File: src/rtl/async_pkg.sv
// Shared types for the clocked 4-phase handshake splitter.
package async_pkg;

  typedef enum logic [1:0] {S_IDLE, S_REQ, S_ACK, S_RTZ} split_state_t;

  function automatic logic [1:0] lane_onehot(input logic lane);
    return lane ? 2'b10 : 2'b01;
  endfunction

endpackage

File: src/rtl/sync_ff.sv
// N-flop synchronizer for an asynchronous single-bit input, cleared by sync reset.
module sync_ff #(
  parameter int STAGES = 2
) (
  input  logic clk,
  input  logic rst,
  input  logic d,
  output logic q
);

  logic [STAGES-1:0] r_sh;

  always_ff @(posedge clk) begin
    if (rst) begin
      r_sh <= '0;
    end else begin
      r_sh[0] <= d;
      for (int i = 1; i < STAGES; i++) begin
        r_sh[i] <= r_sh[i-1];
      end
    end
  end

  assign q = r_sh[STAGES-1];

endmodule

File: src/rtl/hs_split_2b.sv
// 4-phase handshake splitter: routes one bundled-data request channel to one of two
// downstream lanes selected by sel, completing return-to-zero on both sides.
module hs_split_2b
  import async_pkg::*;
#(
  parameter int SYNC_STAGES = 2,
  parameter int DATA_W      = 8,
  parameter int TIMEOUT     = 0
) (
  input  logic              clk,
  input  logic              rst,
  input  logic              req_in,
  output logic              ack_in,
  input  logic              sel,
  input  logic [DATA_W-1:0] data_in,
  output logic [1:0]        req_out,
  input  logic [1:0]        ack_out,
  output logic [DATA_W-1:0] data_out,
  output logic              busy,
  output logic              timeout
);

  localparam int CNT_W = (TIMEOUT > 0) ? $clog2(TIMEOUT + 1) : 1;
  localparam logic [CNT_W-1:0] CNT_SAT  = CNT_W'(TIMEOUT);
  localparam logic [CNT_W-1:0] CNT_LAST = CNT_W'(TIMEOUT - 1);

  split_state_t      r_state;
  logic              r_sel_q;
  logic [DATA_W-1:0] r_data;
  logic [1:0]        r_req_out;
  logic              r_ack_in;
  logic              r_busy;
  logic [CNT_W-1:0]  r_cnt;
  logic              r_timeout;

  logic       w_req_s;
  logic [1:0] w_ack_s;
  logic       w_ack_sel;
  logic       w_advance;
  logic       w_in_wait;

  sync_ff #(.STAGES(SYNC_STAGES)) u_sync_req  (.clk(clk), .rst(rst), .d(req_in),     .q(w_req_s));
  sync_ff #(.STAGES(SYNC_STAGES)) u_sync_ack0 (.clk(clk), .rst(rst), .d(ack_out[0]), .q(w_ack_s[0]));
  sync_ff #(.STAGES(SYNC_STAGES)) u_sync_ack1 (.clk(clk), .rst(rst), .d(ack_out[1]), .q(w_ack_s[1]));

  // Only the captured lane's acknowledge is ever observed.
  assign w_ack_sel = r_sel_q ? w_ack_s[1] : w_ack_s[0];
  assign w_in_wait = (r_state == S_REQ) || (r_state == S_RTZ);

  always_comb begin
    w_advance = 1'b0;
    case (r_state)
      S_IDLE:  w_advance = w_req_s;
      S_REQ:   w_advance = w_ack_sel;
      S_ACK:   w_advance = !w_req_s;
      S_RTZ:   w_advance = !w_ack_sel;
      default: w_advance = 1'b0;
    endcase
  end

  always_ff @(posedge clk) begin
    if (rst) begin
      r_state   <= S_IDLE;
      r_sel_q   <= 1'b0;
      r_data    <= '0;
      r_req_out <= 2'b00;
      r_ack_in  <= 1'b0;
      r_busy    <= 1'b0;
      r_cnt     <= '0;
      r_timeout <= 1'b0;
    end else begin
      if (w_advance) begin
        case (r_state)
          S_IDLE: begin
            r_sel_q   <= sel;
            r_data    <= data_in;
            r_req_out <= lane_onehot(sel);
            r_busy    <= 1'b1;
            r_state   <= S_REQ;
          end
          S_REQ: begin
            r_ack_in <= 1'b1;
            r_state  <= S_ACK;
          end
          S_ACK: begin
            r_req_out <= 2'b00;
            r_state   <= S_RTZ;
          end
          default: begin
            r_ack_in <= 1'b0;
            r_busy   <= 1'b0;
            r_state  <= S_IDLE;
          end
        endcase
      end

      // Wait-time counter restarts on every transition and never aborts a transfer.
      if (w_advance) begin
        r_cnt <= '0;
      end else if (w_in_wait && (r_cnt != CNT_SAT)) begin
        r_cnt <= r_cnt + CNT_W'(1);
      end
      if ((TIMEOUT != 0) && w_in_wait && (r_cnt == CNT_LAST)) begin
        r_timeout <= 1'b1;
      end
    end
  end

  assign req_out  = r_req_out;
  assign ack_in   = r_ack_in;
  assign data_out = r_data;
  assign busy     = r_busy;
  assign timeout  = r_timeout;

endmodule
File: config.mk
export PLATFORM = sky130hd
export DESIGN_NAME = hs_split_2b
export DESIGN_NICKNAME = d
export VERILOG_FILES = /design/src/rtl/async_pkg.sv /design/src/rtl/sync_ff.sv /design/src/rtl/hs_split_2b.sv
export SDC_FILE = /design/constraint.sdc
export NUM_CORES = 1
export LEC_CHECK = 0
export BUFFER_PORTS_ARGS = -buffer_cell sky130_fd_sc_hd__buf_4
export CAP_MARGIN = 20
export CORE_MARGIN = 2
export CORE_UTILIZATION = 50
export CTS_CLUSTER_DIAMETER = 60
export DETAILED_ROUTE_END_ITERATION = 8
export PLACE_DENSITY = 0.82
export RECOVER_POWER = 50
export SLEW_MARGIN = 20
export SYNTH_ARGS = -nofsm -noshare
export SYNTH_HDL_FRONTEND = slang
export SYNTH_SLANG_ARGS = --single-unit
File: constraint.sdc
create_clock -name clk -period 2.4 [get_ports clk]
set_input_delay 0.36 -clock clk [delete_from_list [all_inputs] [get_ports clk]]
set_output_delay 0.36 -clock clk [all_outputs]
set_load 0.02 [all_outputs]
After elaboration in Yosys (flattened, before gate mapping)
Index checks and enable logic that the tools add are counted.
{"block": "word_totals", "regBits": 21, "latch_bits": 0, "mem_bits_rw": 0, "rom_bits": 0, "in_bits": 14, "out_inout_bits": 13, "word_cells": 31, "n_memories": 0}
{"block": "op_classes", "addsub": 0, "multipliers": 0, "div": 0, "n_lt_le_gt_ge": 0, "n_eq_ne": 3, "n_shift": 0, "muxes": 7, "bitwise": 2, "reduce_logical": 10}
{"op": "2-bit AND reduction", "n": 4}
{"op": "2-bit one-hot mux with 3 select lines", "n": 1}
{"op": "2-bit == test (second input constant)", "n": 2}
{"op": "1-bit one-hot mux with 2 select lines", "n": 2}
{"op": "1-bit one-hot mux with 4 select lines", "n": 1}
{"op": "2-bit one-hot mux with 2 select lines", "n": 1}
{"op": "2-bit OR reduction", "n": 2}
{"op": "2-bit by 1-bit == test with 1-bit output (second input constant)", "n": 1}
{"op": "1-bit logical NOT", "n": 2}
{"op": "2-bit logical NOT", "n": 1}
{"op": "2-bit two-way mux", "n": 1}
{"op": "1-bit inverter", "n": 2}
{"op": "2-bit nonzero test", "n": 1}
{"op": "1-bit two-way mux", "n": 1}

Logic depth before layout (Yosys ltp)
Gate-level depths: netlist (run 1).
{"block": "logic_depth", "ltp_word": 4, "depth_mapped": 6}

By module
Synthesis (run 1) repeated with hierarchy kept, for this count alone.
{"block": "hier_totals", "hier_cells": 107, "hier_area_um2": 932.1}
{"module": "hs_split_2b", "instances": 1, "cells_each": 95, "area_each_um2": 774.5, "seq_area_each_um2": 300.3}
{"module": "sync_ff", "instances": 3, "cells_each": 4, "area_each_um2": 52.6, "seq_area_each_um2": 40.0}

Worst setup path after synthesis (run 1)
Ideal clock, no wire load.
{"block": "synth_path", "path_type": "reg2reg", "startpoint": "register r_state[0]", "endpoint": "register r_busy (netlist: busy)", "setup_time_ps": 86, "arrival_ps": 1520, "required_time_ps": 2314, "slack_ps": 794, "path_stages_with_launch": 7, "synth_period_minus_slack_ps": 1606, "path_cell_list": "dfxtp_1 -> inv_1 -> ha_1 -> nand2_1 -> o21ai_0 -> or3_4 -> a211oi_1"}
{"block": "synth_via", "elab_chain_len": 4}
{"item": "start, declared", "line": "hs_split_2b.sv:27", "source": "split_state_t r_state;"}
{"item": "start signal, assigned", "line": "hs_split_2b.sv:63", "source": "r_state <= S_IDLE;"}
{"item": "start signal, assigned", "line": "hs_split_2b.sv:79", "source": "r_state <= S_REQ;"}
{"item": "start signal, assigned", "line": "hs_split_2b.sv:83", "source": "r_state <= S_ACK;"}
{"item": "branches (longest 4 deep; another with 1-bit one-hot mux with 4 select lines)"}
{"item": "end signal, assigned", "line": "hs_split_2b.sv:68", "source": "r_busy <= 1'b0;"}
{"item": "end signal, assigned", "line": "hs_split_2b.sv:78", "source": "r_busy <= 1'b1;"}
{"item": "end signal, assigned", "line": "hs_split_2b.sv:91", "source": "r_busy <= 1'b0;"}
{"item": "end, declared", "line": "hs_split_2b.sv:32", "source": "logic r_busy;"}
Several ways; the timed one is not identified.
A chain may end at the register's enable or synchronous reset.

Worst setup path in the final report (run 1)
{"block": "layout_path", "startpoint": "register r_state[0]", "endpoint": "register r_state[1]"}
{"block": "layout_via", "elab_chain_len": 2}
{"item": "2-bit == test (tied with other cells)", "line": "hs_split_2b.sv:52", "source": "case (r_state)"}
{"item": "1-bit one-hot mux with 4 select lines / 2-bit one-hot mux with 3 select lines (equally long branches)", "line": "hs_split_2b.sv:52, hs_split_2b.sv:73"}
Several ways; a longest one is shown, not always the timed one.

==> metrics.md, run 1 <==
| Metric | Value |
|---|---|
| Outcome | `finished, final reports clean` |
| Adder-cell share of the synthesized area | `7.17%` |
| Worst relative slew slack | `44.3%` |
| Fill count | `145` |
| Syn Std Cell Area | `872 sq um` |
| IO Port Bufs | `25` |
| Mapped Cells | `100` |
| Post-synth ARST share | `0%` |
| Clock Path Buffers | `2` |
| GPL Wtd Cong | `0.886` |
| Routed wire length | `1.73 mm` |
| CTS Buf Count | `3` |
| Total number of vias | `736` |
| Crit path to | `r_state[1]` |
| XOR/XNOR Fraction of Synth Area | `0%` |
| Final setup viols | `0` |
| Pre-Repair DR Iteration Count | `4` |
| Post-CTS Setup Repair Bufs | `0` |
| Initial Util | `51.6%` |
| Crit Path Max Fanout | `6` |
| Syn Nets | `119` |
| Drt wl/cell | `12.2 um` |
| Nets | `145` |
| Resized cells post-CTS | `0` |
| Crit path launch | `r_state[0]` |
| Setup slack, reg-to-reg | `0.67 ns` |
| Root buf cell | `clkbuf_4` |
| FMAX | `577 MHz` |
| IO Count | `27` |
| Layout cells sized above 1 | `16.8%` |
| Core Region | `0.00169 sq mm` |
| Hold buffers post-CTS | `0` |
| Main combinational cell family by area after synthesis | `simple AND/OR/NAND/NOR gates` |
| Power density cells | `590 mW/mm^2` |
| Global route overflow | `0` |
| Setup ws final | `0.667 ns` |
| Worst R2R Path Depth | `6` |
| Vias in the first global route | `665` |
| Simple-gate share of the synthesized area | `24.8%` |
| Multiplexer share of the synthesized area | `2.30%` |
| Die area | `0.00209 sq mm` |
| Final ANT Viol Nets | `0` |
| Crit Path Category | `reg -> reg` |
| Post-synth top cells | `dfxtp_1 (21), nand2_1 (19), a21oi_1 (13), nor2_1 (6), nor2b_1 (6)` |
| Min-Delay Path Class | `in -> reg` |
| Drt drc | `0` |
| Final period utilization | `72.2%` |
| CTS tree | `yes` |
| Hpwl dp | `1.29 mm` |
| Reg2reg end | `r_state[1]` |
| Top FF cell, synth | `dfxtp_1` |
| Yosys top cell area share | `48.2%` |
| Post-synthesis average cell area | `8.72 sq um` |
| Slew @ Worst Pin | `0.835 ns` |
| Placement Setup Slack | `0.703 ns` |
| Total Routing Usage GR | `18.8%` |
| Worst Hold Slack | `0.258 ns` |
| Fin util | `62.3%` |
| Clock input transition at the sequential cells of the worst setup and hold paths | `0.11 ns` |
| VDD IR max | `0.307 mV` |
| Cell taking the most area after synthesis | `dfxtp_1` |
| Crit. End Element | `register` |
| Data required, critical path | `2.62 ns` |
| Most common cell in the synthesized netlist | `dfxtp_1` |
| Synth top area cells | `dfxtp_1 (48%), nand2_1 (8.2%), a21oi_1 (7.5%), ha_1 (7.2%), nor2b_1 (4.3%)` |
| Unique masters post-synth | `24` |
| Vias/cell | `5.18` |
| Fin Clk Skew | `0.00119 ns` |
| Pin count of the biggest net entering global routing | `22` |
| Arrival time worst endpoint | `1.96 ns` |
| Multi-input logic area | `418 sq um` |
| Max-Cap Viols | `0` |
| Post-synthesis compound-gate area fraction | `13.2%` |
| H-tree levels | `1` |
| Diodes inserted | `0` |
| Worst reg2reg startpoint | `r_state[0]` |
| CTS sink count | `21` |
| Final setup TNS | `0 ns` |
| Min-delay src | `ack_out[1]` |
| Initial antenna violation count | `0` |
| Static Leak | `0.431 nW` |
| Crit path launch type | `register` |
| Chip Width | `45.8 um` |
| Drt initial violations | `21` |
| Die height | `45.8 um` |
| Register area | `420 sq um` |
| Final Hold Vio Count | `0` |
| Synth Warn # | `0` |
| RSZ-0062 raised after global routing | `false` |
| Number of synthesized flops with an enable pin | `0` |
| First-pass GRT wire length | `2.77 mm` |
| Worst skew pair latency | `0.31 ns` |
| Syn-to-layout area delta | `20.7%` |
| Max Slew Vio Count | `0` |
| FF+latch count, synth | `21` |
| Period minus WS final | `1.73 ns` |
| Cell Rows | `15` |
| Sequential element share of the synthesized area | `48.2%` |
[critical path, stage by stage, from the launching register on]
cell	delay, ns
dfxtp_1	0.41
inv_1	0.10
ha_1	0.26
nand2_1	0.09
o21ai_0	0.13
or3_4	0.43
o31ai_1	0.21
[layout make-up]
cell class	instances	share of cell area (%)
sequential	21	40.0
clock inverter	1	0.476
clock buffer	3	2.14
tap	17	2.02
inverter	3	1.07
multi-input combinational	71	39.7
timing repair buffer	26	14.6
[cells in the final DEF (no fill, tap or decap), types with 2 or more instances in the layout]
cell type and count:
a21oi_1 13, and2_1 2, buf_4 15, clkbuf_1 11, clkbuf_4 3, dfxtp_1 21
ha_1 5, inv_1 3, mux2i_1 2, nand2_1 19, nor2_1 6, nor2b_1 6
nor3_1 3, nor3b_1 2, o31ai_1 3
[per-layer routing]
metal / vias up / GRT usage (%) / routed length, um
met5: - / 0 / 0
met4: 0 / 14.9 / 46
met3: 6 / 4.37 / 100
met2: 23 / 29.6 / 845
met1: 327 / 21.8 / 740
li1: 380 / - / -
[state kept, by name, indices dropped and copies added (netlist names)]
name              count
data_out              8
r_sel_q               1
r_state               2
ack_in                1
u_sync_ack0.r_sh      2
u_sync_ack1.r_sh      2
busy                  1
req_out               2
u_sync_req.r_sh       2
[how the worst min path moves through the flow]
stage / slack (ns) / cells after the start / to
global placement: 0.42 / 1 / u_sync_ack0.r_sh[1]
finish: 0.26 / 2 / u_sync_ack1.r_sh[0]
floorplan: 0.41 / 1 / u_sync_ack0.r_sh[1]
CTS: 0.25 / 2 / u_sync_ack1.r_sh[0]
detailed placement: 0.42 / 1 / u_sync_ack1.r_sh[1]
global route: 0.26 / 2 / u_sync_ack0.r_sh[0]
[cells by family after synthesis]
| group | after synthesis |
|---|---|
| adder cells (fa/ha/maj) | 5 |
| AO/OA/AOI/OAI | 20 |
| buffers and inverters | 8 |
| flip-flops | 21 |
| other | 1 |
| AND/OR/NAND/NOR | 43 |
| multiplexers | 2 |
[per-stage QoR]
| step | cells | power [mW] | cell area, sq um |
|---|---|---|---|
| floorplan | 100 | 0.427 | 872 |
| global placement | 138 | 0.459 | 1070 |
| detailed placement | 138 | 0.463 | 1070 |
| CTS | 142 | 0.635 | 1090 |
| global route | 142 | 0.649 | 1050 |
| finish | 142 | 0.620 | 1050 |
[power breakdown]
| part | total [mW] | internal [mW] | switching (mW) |
|---|---|---|---|
| combinational | 0.0792 | 0.0348 | 0.0444 |
| sequential | 0.369 | 0.362 | 0.00705 |
| clock | 0.172 | 0.0623 | 0.109 |
No activity file was read; power rests on OpenSTA's default activity.
==> run 2: changes to the inputs <==
Settings changed: ABC_AREA set to 1, CORE_UTILIZATION 50 to 48, PLACE_DENSITY 0.82 to 0.79.
Clock period 2.4 ns to 1.8 ns, I/O delays scaled along.
==> run 2 against run 1 <==
Against the previous run: die area increased by 5.3%; combinational power grew to 4.8 times the previous value; routed wire length is 3.1% lower; critical endpoint is now data_out[7]; utilization shrank 0.63 points.
==> metrics.md, run 2 <==
| Metric | Value |
|---|---|
| Final Hold Vio Count | `0 (unchanged)` |
| Min-Delay Path Class | `in -> reg` |
| Fin Clk Skew | `0.000870 ns (-0.000319 ns)` |
| Crit-path max cell delay | `0.43 ns (about the same)` |
| Pint | `0.747 mW (+62%)` |
| Reg2reg end | `data_out[7]` |
| Pin count of the biggest net entering global routing | `15 (-32%)` |
| Hold buffers post-CTS | `0 (unchanged)` |
| Initial Util | `51.3% (-0.33 points)` |
| Synth top area cells | `dfxtp_1 (47%), nor2_1 (12%), ha_1 (7.1%), inv_1 (6.4%), nand2_1 (6.4%)` |
| Arrival time worst endpoint | `1.74 ns (-0.22 ns)` |
| Post-synth top cells | `nor2_1 (28), dfxtp_1 (21), inv_1 (15), nand2_1 (15), o21ai_0 (9)` |
| Routed wire length | `1.68 mm (-3.1%)` |
| Cell Rows | `15 (unchanged)` |
| Crit path launch | `r_state[0]` |
| Worst skew pair latency | `0.29 ns (-0.02 ns)` |
| Static Leak | `0.490 nW (+14%)` |
| FMAX | `650 MHz (+13%)` |
| Met1 WL | `775 um (+4.7%)` |
| Setup ws final | `0.261 ns (-0.406 ns)` |
| Final ANT Viol Nets | `0 (unchanged)` |
| FF+latch count, synth | `21 (unchanged)` |
| Data required, critical path | `2.00 ns (-0.62 ns)` |
| Diodes inserted | `0 (unchanged)` |
| Initial antenna violation count | `0 (unchanged)` |
| Drt drc | `0 (unchanged)` |
| CTS Buf Count | `3 (unchanged)` |
| Worst path cell trace | `inv_1 -> ha_1 -> nand2_1 -> inv_1 -> nor2_1 -> nor2_1` |
| H-tree levels | `1 (unchanged)` |
| Slowest CP cell | `dfxtp_1` |
| Logic pwr share | `32.7% (+20 points)` |
| Fin util | `61.7% (-0.63 points)` |
| Placement Setup Slack | `0.284 ns (-0.419 ns)` |
| Synth Warn # | `0 (unchanged)` |
| CTS tree | `yes` |
| Final period utilization | `85.5% (+13 points)` |
| Sequential power share | `48.3% (-11 points)` |
| Cell taking the most area after synthesis | `dfxtp_1` |
| Resized cells post-CTS | `0 (unchanged)` |
| Max-Cap Viols | `0 (unchanged)` |
| Net Sw Power | `0.412 mW (+160%)` |
| Met2 Wirelength | `787 um (-6.9%)` |
| Die height | `47.0 um (+2.6%)` |
| Crit. End Element | `register` |
| Crit path launch type | `register` |
| Post-synthesis average cell area | `7.70 sq um (-12%)` |
| Core Region | `0.00173 sq mm (+2.2%)` |
| Die area | `0.00221 sq mm (+5.3%)` |
| Layout cells sized above 1 | `16.4% (-0.37 points)` |
| Unique masters post-synth | `16 (-33%)` |
| Crit path to | `data_out[7]` |
| Setup slack, reg-to-reg | `0.26 ns (-0.41 ns)` |
| Most common cell in the synthesized netlist | `nor2_1` |
| Commonest non-fill, non-tap cells in the layout | `nor2_1 (28), dfxtp_1 (21), inv_1 (15), nand2_1 (15), buf_4 (14)` |
| Period minus WS final | `1.54 ns (-0.194 ns)` |
| Nets | `160 (+10%)` |
| IO Count | `27 (unchanged)` |
| RSZ-0062 raised after global routing | `false` |
| Commonest non-fill, non-tap cell in the layout | `nor2_1` |
| GPL Wtd Cong | `0.784 (-12%)` |
| Final setup TNS | `0 ns (unchanged)` |
| Post-CTS Setup Repair Bufs | `0 (unchanged)` |
| Hpwl dp | `1.29 mm (+0.36%)` |
| Global route overflow | `0 (unchanged)` |
| Max FFs per register | `8 (unchanged)` |
| Worst R2R Path Depth | `6 (unchanged)` |
| Top FF cell, synth | `dfxtp_1` |
| VDD IR max | `0.575 mV (+87%)` |
| Crit Path Category | `reg -> reg` |
| Power density cells | `1090 mW/mm^2 (+85%)` |
| Chip Width | `47.0 um (+2.6%)` |
| Total number of vias | `754 (+2.4%)` |
| Top sig layer | `met4` |
| Vias in the first global route | `632 (-5.0%)` |
| Clk pwr share | `19.0% (-8.7 points)` |
| Outcome | `finished, final reports clean` |
| Worst reg2reg startpoint | `r_state[0]` |
| Pre-Repair DR Iteration Count | `4 (unchanged)` |
| Clock Path Buffers | `2 (unchanged)` |
| Fill count | `183 (+26%)` |
| Post-synth ARST share | `0% (unchanged)` |
| Crit Path Max Fanout | `12 (+6)` |
| IO Port Bufs | `25 (unchanged)` |
| Yosys top cell area share | `47.5% (-0.75 points)` |
| Total Routing Usage GR | `16.9% (-1.9 points)` |
| First-pass GRT wire length | `2.65 mm (-4.2%)` |
| Number of synthesized flops with an enable pin | `0 (unchanged)` |
| Max Slew Vio Count | `0 (unchanged)` |
| Clock input transition at the sequential cells of the worst setup and hold paths | `0.11 ns (about the same)` |
| Sequential element share of the synthesized area | `47.5% (-0.75 points)` |
| Drt wl/cell | `10.2 um (-17%)` |
| Root buf cell | `clkbuf_4` |
| Met3 wire len | `100 um (unchanged)` |
| Syn-to-layout area delta | `20.2%` |
| Final setup viols | `0 (unchanged)` |
| Mapped Cells | `115 (+15%)` |
| Syn Nets | `134 (+13%)` |
| Syn Std Cell Area | `886 sq um (+1.6%)` |
| Vias/cell | `4.57 (-12%)` |
| Sw frac | `35.6% (+9.6 points)` |
| Drt initial violations | `12 (-43%)` |
| CTS sink count | `21 (unchanged)` |
-- run 2: metal layers --
layer | vias to the layer above | track usage (%)
met2 | 22 | 28.5
met4 | 0 | 6.67
met5 | - | 0
met1 | 330 | 21.1
li1 | 400 | -
met3 | 2 | 3.46
-- run 2: worst min path at each step --
stage / startpoint / to / slack [ns] / depth (start not counted)
after floorplan: ack_out[0] / u_sync_ack0.r_sh[0] / 0.38 / 2
after global placement: u_sync_req.r_sh[0] / u_sync_req.r_sh[1] / 0.39 / 2
after detailed placement: u_sync_ack1.r_sh[0] / u_sync_ack1.r_sh[1] / 0.40 / 2
after CTS: ack_out[0] / u_sync_ack0.r_sh[0] / 0.16 / 3
after global routing: ack_out[1] / u_sync_ack1.r_sh[0] / 0.16 / 3
final: ack_out[0] / u_sync_ack0.r_sh[0] / 0.17 / 3
-- run 2: cells by family (layout without fill, tap and decap cells) --
family,Yosys count,in the layout,synth area share [%]
and+or+nand+nor,54,54,26.7
buffers and inverters,20,45,9.60
DFF,21,21,47.5
AOI/OAI and AO/OA,14,14,8.76
other,1,1,0.423
adders and majority gates,5,5,7.06
-- run 2: worst max-delay path, delay by kind of cell (launching register included) --
family | cells | cell delay (ns)
fa+ha+maj | 1 | 0.25
buf+inv | 2 | 0.30
flops | 1 | 0.43
simple gates | 3 | 0.46
-- run 2: final cells by class --
type                       instances  area, sq um  area share (%)
inverter                          16         60.1            5.64
timing repair buffer              25          146            13.7
tap                               25         31.3            2.94
clock buffer                       4         26.3            2.47
sequential                        21          420            39.5
multi-input combinational         74          380            35.7
-- run 2: power by group through the flow --
stage               clock network, mW  registers (mW)  logic (mW)
finish                          0.220           0.560       0.379
global route                    0.248           0.569       0.428
CTS                             0.232           0.561       0.402
detailed placement                  0           0.572       0.400
global placement                    0           0.566       0.391
floorplan                           0           0.605       0.245
-- run 2: metrics by stage --
| step | cell area, sq um | power, mW | hold WS, ns | cells |
|---|---|---|---|---|
| after global placement | 1080 | 0.957 | 0.391 | 161 |
| after floorplan | 886 | 0.850 | 0.377 | 115 |
| final | 1060 | 1.16 | 0.172 | 165 |
| after CTS | 1110 | 1.20 | 0.163 | 165 |
| after detailed placement | 1080 | 0.973 | 0.398 | 161 |
| after global routing | 1060 | 1.25 | 0.164 | 165 |
